<file path="config.mk">
export PLATFORM = sky130hd
export DESIGN_NAME = imem_loader
export DESIGN_NICKNAME = d
export VERILOG_FILES = /design/src/rtl/imem_pkg.sv /design/src/rtl/imem_loader_word_assembler.sv /design/src/rtl/imem_loader.sv
export SDC_FILE = /design/constraint.sdc
export NUM_CORES = 1
export LEC_CHECK = 0
export BUFFER_PORTS_ARGS = -buffer_cell sky130_fd_sc_hd__buf_2
export CORE_UTILIZATION = 30
export CTS_BUF_LIST = sky130_fd_sc_hd__clkbuf_4 sky130_fd_sc_hd__clkbuf_8
export CTS_CLUSTER_SIZE = 10
export DETAILED_ROUTE_END_ITERATION = 16
export HOLD_SLACK_MARGIN = 0.08
export REMOVE_ABC_BUFFERS = 1
export SYNTH_ARGS = -nofsm -noshare
export SYNTH_HDL_FRONTEND = slang
export SYNTH_HIERARCHICAL = 1
export SYNTH_SLANG_ARGS = --single-unit
</file>
<file path="constraint.sdc">
create_clock -name clk -period 2.5 [get_ports clk]
set_input_delay 0.5 -clock clk [delete_from_list [all_inputs] [get_ports clk]]
set_output_delay 0.5 -clock clk [all_outputs]
set_load 0.02 [all_outputs]
</file>
<file path="src/rtl/imem_pkg.sv">
// Shared definitions for the instruction-memory loader: default sizes,
// bytes per word and the loader FSM state encoding.
// Optional feature macro: LOADER_CHECKSUM_EN (adds the CHECK state).
`timescale 1ns/1ps
package imem_pkg;

  localparam int ADDR_W_DEF     = 8;
  localparam int DATA_W_DEF     = 32;
  localparam int BYTES_PER_WORD = 4;

`ifdef LOADER_CHECKSUM_EN
  typedef enum logic [1:0] {
    IDLE  = 2'd0,
    LOAD  = 2'd1,
    CHECK = 2'd2,
    DONE  = 2'd3
  } state_t;
`else
  typedef enum logic [1:0] {
    IDLE  = 2'd0,
    LOAD  = 2'd1,
    DONE  = 2'd3
  } state_t;
`endif

endpackage

</file>
<file path="src/rtl/imem_loader_word_assembler.sv">
// word_assembler: collects bytes big-endian (first byte lands in the MSBs)
// and emits the finished word with a one-cycle word_valid pulse on the cycle
// after its last byte is taken. byte_idx tells the parent which byte slot
// the next accepted byte will fill.
`timescale 1ns/1ps
module word_assembler
  import imem_pkg::*;
#(
  parameter int DATA_W = DATA_W_DEF
) (
  input  logic                              clk,
  input  logic                              rst,
  input  logic                              clear,
  input  logic                              byte_valid,
  input  logic [7:0]                        byte_data,
  output logic [$clog2(BYTES_PER_WORD)-1:0] byte_idx,
  output logic                              word_valid,
  output logic [DATA_W-1:0]                 word
);

  localparam int CNT_W = $clog2(BYTES_PER_WORD);
  localparam logic [CNT_W-1:0] LAST_IDX = CNT_W'(BYTES_PER_WORD - 1);

  logic [DATA_W-1:0] shreg;

  // Shift bytes in MSB-first; on the final byte publish the word and pulse.
  always_ff @(posedge clk or posedge rst) begin
    if (rst) begin
      byte_idx   <= '0;
      shreg      <= '0;
      word_valid <= 1'b0;
      word       <= '0;
    end else begin
      word_valid <= 1'b0;
      if (clear) begin
        byte_idx <= '0;
        shreg    <= '0;
      end else if (byte_valid) begin
        shreg <= {shreg[DATA_W-9:0], byte_data};
        if (byte_idx == LAST_IDX) begin
          byte_idx   <= '0;
          word_valid <= 1'b1;
          word       <= {shreg[DATA_W-9:0], byte_data};
        end else begin
          byte_idx <= byte_idx + 1'b1;
        end
      end
    end
  end

endmodule

</file>
<file path="src/rtl/imem_loader.sv">
// imem_loader: streams bytes from a valid/ready source into instruction
// memory as big-endian words while holding the CPU in reset.
// Optional feature macro: LOADER_CHECKSUM_EN -- after the data words a
// 4-byte big-endian trailer is taken and err flags sum+trailer != 0.
//
// Handshake: a byte moves on a rising edge where in_valid && in_ready.
// The source must hold in_data stable while in_valid=1 and in_ready=0;
// in_ready never depends combinationally on in_valid.
`timescale 1ns/1ps
module imem_loader
  import imem_pkg::*;
#(
  parameter int ADDR_W = ADDR_W_DEF,
  parameter int DATA_W = DATA_W_DEF
) (
  input  logic              clk,
  input  logic              rst,
  input  logic              start,
  input  logic [ADDR_W:0]   word_count,
  input  logic              in_valid,
  input  logic [7:0]        in_data,
  output logic              in_ready,
  output logic              mem_we,
  output logic [ADDR_W-1:0] mem_addr,
  output logic [DATA_W-1:0] mem_wdata,
  output logic              cpu_hold,
  output logic              busy,
  output logic              done,
  output logic              err,
  output logic [1:0]        dbg_state
);

  localparam int CNT_W = $clog2(BYTES_PER_WORD);
  localparam logic [CNT_W-1:0] LAST_BYTE = CNT_W'(BYTES_PER_WORD - 1);
  localparam logic [ADDR_W:0]  MAX_WORDS = (ADDR_W+1)'(1) << ADDR_W;

  state_t            state;
  logic [ADDR_W-1:0] last_idx;
  logic              accept;
  logic              start_go;
  logic              load_byte;
  logic              last_word;
  logic [ADDR_W:0]   clamped_count;

  logic [CNT_W-1:0]  data_byte_idx;
  logic              data_word_valid;
  logic [DATA_W-1:0] data_word;

  // Handshake, start qualification and the clamped word count.
  always_comb begin
    accept        = in_valid && in_ready;
    start_go      = start && ((state == IDLE) || (state == DONE));
    load_byte     = accept && (state == LOAD);
    last_word     = (mem_addr == last_idx);
    clamped_count = (word_count > MAX_WORDS) ? MAX_WORDS : word_count;
  end

  word_assembler #(.DATA_W(DATA_W)) u_data_asm (
    .clk        (clk),
    .rst        (rst),
    .clear      (start_go),
    .byte_valid (load_byte),
    .byte_data  (in_data),
    .byte_idx   (data_byte_idx),
    .word_valid (data_word_valid),
    .word       (data_word)
  );

  // The write strobe is the assembler's registered one-cycle pulse; data
  // bytes only reach the assembler in LOAD so it cannot fire elsewhere.
  assign mem_we    = data_word_valid;
  assign mem_wdata = data_word;
  assign cpu_hold  = busy;
  assign dbg_state = state;

`ifdef LOADER_CHECKSUM_EN
  logic [DATA_W-1:0] sum;
  logic              err_r;
  logic              trl_byte;
  logic [CNT_W-1:0]  trl_byte_idx;
  logic              trl_word_valid;
  logic [DATA_W-1:0] trl_word;

  // Trailer bytes are only taken while checking.
  always_comb trl_byte = accept && (state == CHECK);

  word_assembler #(.DATA_W(DATA_W)) u_trl_asm (
    .clk        (clk),
    .rst        (rst),
    .clear      (start_go),
    .byte_valid (trl_byte),
    .byte_data  (in_data),
    .byte_idx   (trl_byte_idx),
    .word_valid (trl_word_valid),
    .word       (trl_word)
  );

  assign err = err_r;
`else
  assign err = 1'b0;
`endif

  // Loader FSM with registered control outputs.
  always_ff @(posedge clk or posedge rst) begin
    if (rst) begin
      state    <= IDLE;
      in_ready <= 1'b0;
      busy     <= 1'b0;
      done     <= 1'b0;
      mem_addr <= '0;
      last_idx <= '0;
`ifdef LOADER_CHECKSUM_EN
      sum      <= '0;
      err_r    <= 1'b0;
`endif
    end else begin
      case (state)
        IDLE, DONE: begin
          if (start_go) begin
`ifdef LOADER_CHECKSUM_EN
            err_r <= 1'b0;
            sum   <= '0;
`endif
            if (word_count == '0) begin
              state    <= DONE;
              done     <= 1'b1;
              busy     <= 1'b0;
              in_ready <= 1'b0;
            end else begin
              state    <= LOAD;
              done     <= 1'b0;
              busy     <= 1'b1;
              in_ready <= 1'b1;
              mem_addr <= '0;
              last_idx <= ADDR_W'(clamped_count - 1'b1);
            end
          end
        end

        LOAD: begin
          // Stop taking bytes once the final data byte is in.
          if (load_byte && (data_byte_idx == LAST_BYTE) && last_word)
            in_ready <= 1'b0;
          if (data_word_valid) begin
`ifdef LOADER_CHECKSUM_EN
            sum <= sum + data_word;
`endif
            if (last_word) begin
`ifdef LOADER_CHECKSUM_EN
              state    <= CHECK;
              in_ready <= 1'b1;
`else
              state    <= DONE;
              done     <= 1'b1;
              busy     <= 1'b0;
`endif
            end else begin
              mem_addr <= mem_addr + 1'b1;
            end
          end
        end

`ifdef LOADER_CHECKSUM_EN
        CHECK: begin
          if (trl_byte && (trl_byte_idx == LAST_BYTE))
            in_ready <= 1'b0;
          if (trl_word_valid) begin
            err_r <= ((sum + trl_word) != '0);
            state <= DONE;
            done  <= 1'b1;
            busy  <= 1'b0;
          end
        end
`endif

        default: begin
          state    <= IDLE;
          in_ready <= 1'b0;
          busy     <= 1'b0;
        end
      endcase
    end
  end

endmodule

</file>
==> metrics.yaml <==
timing:
  setup_violations: 0
  fin_ws_ns: 0.441
  min_period_over_period_pct: 82.4
  min_period_ns: 2.06
  grt_setup_unrepaired: "false"
  hold_violations: 0
  relSlewSlack_pct: 42.5
  max_clock_freq_ghz: 0.486
  holdWs_ns: 0.216
  maxSlewViolCount: 0
  finClkSkew_ns: 0.00876
  worstMarginPinSlew_ns: 0.861
pwr:
  leakagePower_nw: 2.38
  switching_power_mw: 0.536
  irDropWorstVdd_mv: 0.372
  power_density_mw_per_mm2: 522
  pwr-share-seq_pct: 54.6
  intPower_mw: 1.83
  clkPwrFrac_pct: 42.0
  combPwrFrac_pct: 3.4
  finalPower_mw: 2.37
  p_sw_share_pct: 22.7
drt:
  route.detailed.drc: 0
  wl_met3_um: 524
  wl_mm: 8.11
  ant_nets: 0
  wl_per_cell_um: 14.5
  wl_met2_mm: 3.76
  met1_length_mm: 3.74
  highest_layer: "met4"
  drt_first_pass_iters: 4
  drt-initial-drc-count: 155
  vias: 2566
  via_per_inst: 4.60
worst_setup_path:
  reg2reg_slack_ns: 0.44
  crit_required_ns: 2.76
  rr_worst_depth: 7
  end_kind: "flip-flop"
  rr_endpoint: "mem_addr[3]"
  reg2reg_from: "dbg_state[0]"
  critical_path.startpoint_type: "flip-flop"
  crit_fanout: 6
  cp.arrival_ns: 2.32
  critPathKind: "flip-flop to flip-flop"
finish:
  area_delta_synth_final_pct: 18.4
  antennaDiodeCount: 0
  seqCellArea_mm2: 0.00200
  fillers: 1224
  final_common_cell: "dfrtp_1"
  final_cell_mix: "dfrtp_1, buf_2, nor2_1"
  fin_util_pct: 37.2
  multi_input_area_mm2: 0.00168
  drive_gt1_share_pct: 35.4
  final_nets: 411
clock_tree:
  cts_tree: "yes"
  cts.sinks: 80
  postCtsSetupRepairBufs: 0
  ctsHtreeMaxLevel: 3
  clockBufferDepth: 2
  clock_latency_ns: 0.36
  cts-buffers-inserted: 9
  post_cts_resize_count: 0
  clockRootBuffer: "clkbuf_8"
  clk_pin_slew_ns: 0.08
  holdBufCountCts: 0
synth:
  synth_enable_flop_cells: 0
  synth_area_leaders: "dfrtp_1, mux2_4, mux2i_1, nor2_1, nand2_1"
  synth_top_area_cell: "dfrtp_1"
  synth_cell_type_count: 51
  yosys_warnings: 6
  synth_top_cell_area_share_pct: 52.3
  synth_ff_type: "dfrtp_1"
  seq_area_frac_synth_pct: 52.3
  syn_inst: 316
  ys_ff_latch: 80
  ys_async_sr_fraction_pct: 100
  netlist_area_mm2: 0.00383
  syn_avg_cell_area_um2: 12.1
floorplanning:
  fp.dieArea_mm2: 0.0132
  start_util_pct: 31.4
  core_mm2: 0.0122
  chipWidth_um: 115
  die_y_um: 115
  num_io_pins: 69
  rows: 40
global_routing:
  grt_pass1_wl_mm: 13.1
  grt_max_degree: 60
  grt_pass1_vias: 2562
  grt_overflow_total: 0
  antenna_found_initial: 0
  grt_usage_pct: 13.0
flow_run:
  drv_cap: 0
placed_design:
  globalplace.congestion: 0.862
  dp_hpwl_mm: 5.51
  post-place-ws_ns: 0.464
  io_buffers: 67
status:
  run_status: "finished clean"
min_path:
  min_path_type: "input pin to asynchronous set/reset pin"
-- final cells by class --
class / instances / area share [%]
Clock buffer: 12 / 3.36
Clock inverter: 4 / 1.19
Inverter: 9 / 0.745
Multi-Input combinational cell: 212 / 37.0
Sequential cell: 80 / 44.1
Tap cell: 168 / 4.63
Timing Repair Buffer: 73 / 8.94
-- synthesized netlist by cell type, types with 2 or more instances --
cell type and instances:
clkbuf_1 3, buf_6 5, ha_1 5, nand3b_1 2, nand2b_1 3, a31oi_1 11
dfrtp_1 80, xor2_1 9, nand3_1 7, nor2_1 38, nor4_2 3, nand4_1 4
buf_4 6, mux2_2 3, a21oi_1 7, o211ai_1 3, inv_1 9, o21ai_0 4
nand2_1 21, o21ai_1 3, mux2i_1 27, and2_1 2, xnor2_1 2, mux2_4 29
o31ai_1 3, a41oi_1 2
-- layer usage --
| layer | track usage, % | up-vias |
|---|---|---|
| met5 | 0 | - |
| met4 | 3.46 | 0 |
| met3 | 5.17 | 8 |
| met2 | 20.3 | 74 |
| met1 | 16.6 | 1242 |
| li1 | - | 1242 |
-- critical path: stages (launching register included) --
cell and delay (ns):
dfrtp_1 0.38, inv_1 0.07, ha_1 0.36, nor2b_1 0.18, a21o_1 0.23, nor2b_2 0.29
nand2_1 0.15, o311ai_1 0.29
-- metrics by stage --
step                cell area (um2)  std cells  TNS (ns)
floorplan                      3710        301    -42.93
global placement               4330        542         0
detailed placement             4330        542         0
CTS                            4540        558         0
global route                   4540        558         0
finish                         4540        558         0
-- registers in the layout (all words and copies together), names as in the netlist --
| signal | count |
|---|---|
| u_data_asm/word | 32 |
| last_idx | 8 |
| dbg_state | 2 |
| u_data_asm/shreg | 24 |
| busy | 1 |
| u_data_asm/byte_idx | 2 |
| mem_addr | 8 |
| in_ready | 1 |
| done | 1 |
| u_data_asm/word_valid | 1 |
-- power groups by stage --
stage,combinational [mW],sequential (mW),clock [mW]
6_report,0.0796,1.29,0.995
5_1_grt,0.0903,1.29,1.08
4_1_cts,0.0818,1.29,1.03
3_5_place_dp,0.0815,1.32,0
3_3_place_gp,0.0799,1.32,0
2_1_floorplan,0.0382,1.32,0
-- how the worst max path moves through the flow --
stage                        from                  end  depth (start not counted)
floorplan            dbg_state[1]   u_data_asm/word[0]                          5
global placement     dbg_state[0]  u_data_asm/word[29]                          7
detailed placement  word_count[8]          last_idx[6]                          8
CTS                  dbg_state[0]  u_data_asm/word[29]                          7
global route         dbg_state[0]          last_idx[6]                          7
finish               dbg_state[0]          mem_addr[3]                          7
-- cell families after synthesis --
kind of cell | Yosys count | synth area share, %
adder cells (fa/ha/maj) | 5 | 1.63
multiplexers | 59 | 19.3
other | 1 | 0.0979
AO/OA/AOI/OAI | 45 | 8.33
buffers and inverters | 24 | 3.95
flip-flops | 80 | 52.3
AND/OR/NAND/NOR | 91 | 11.9
XOR/XNOR | 11 | 2.51
Note: power is estimated with default switching activity, not from simulation.
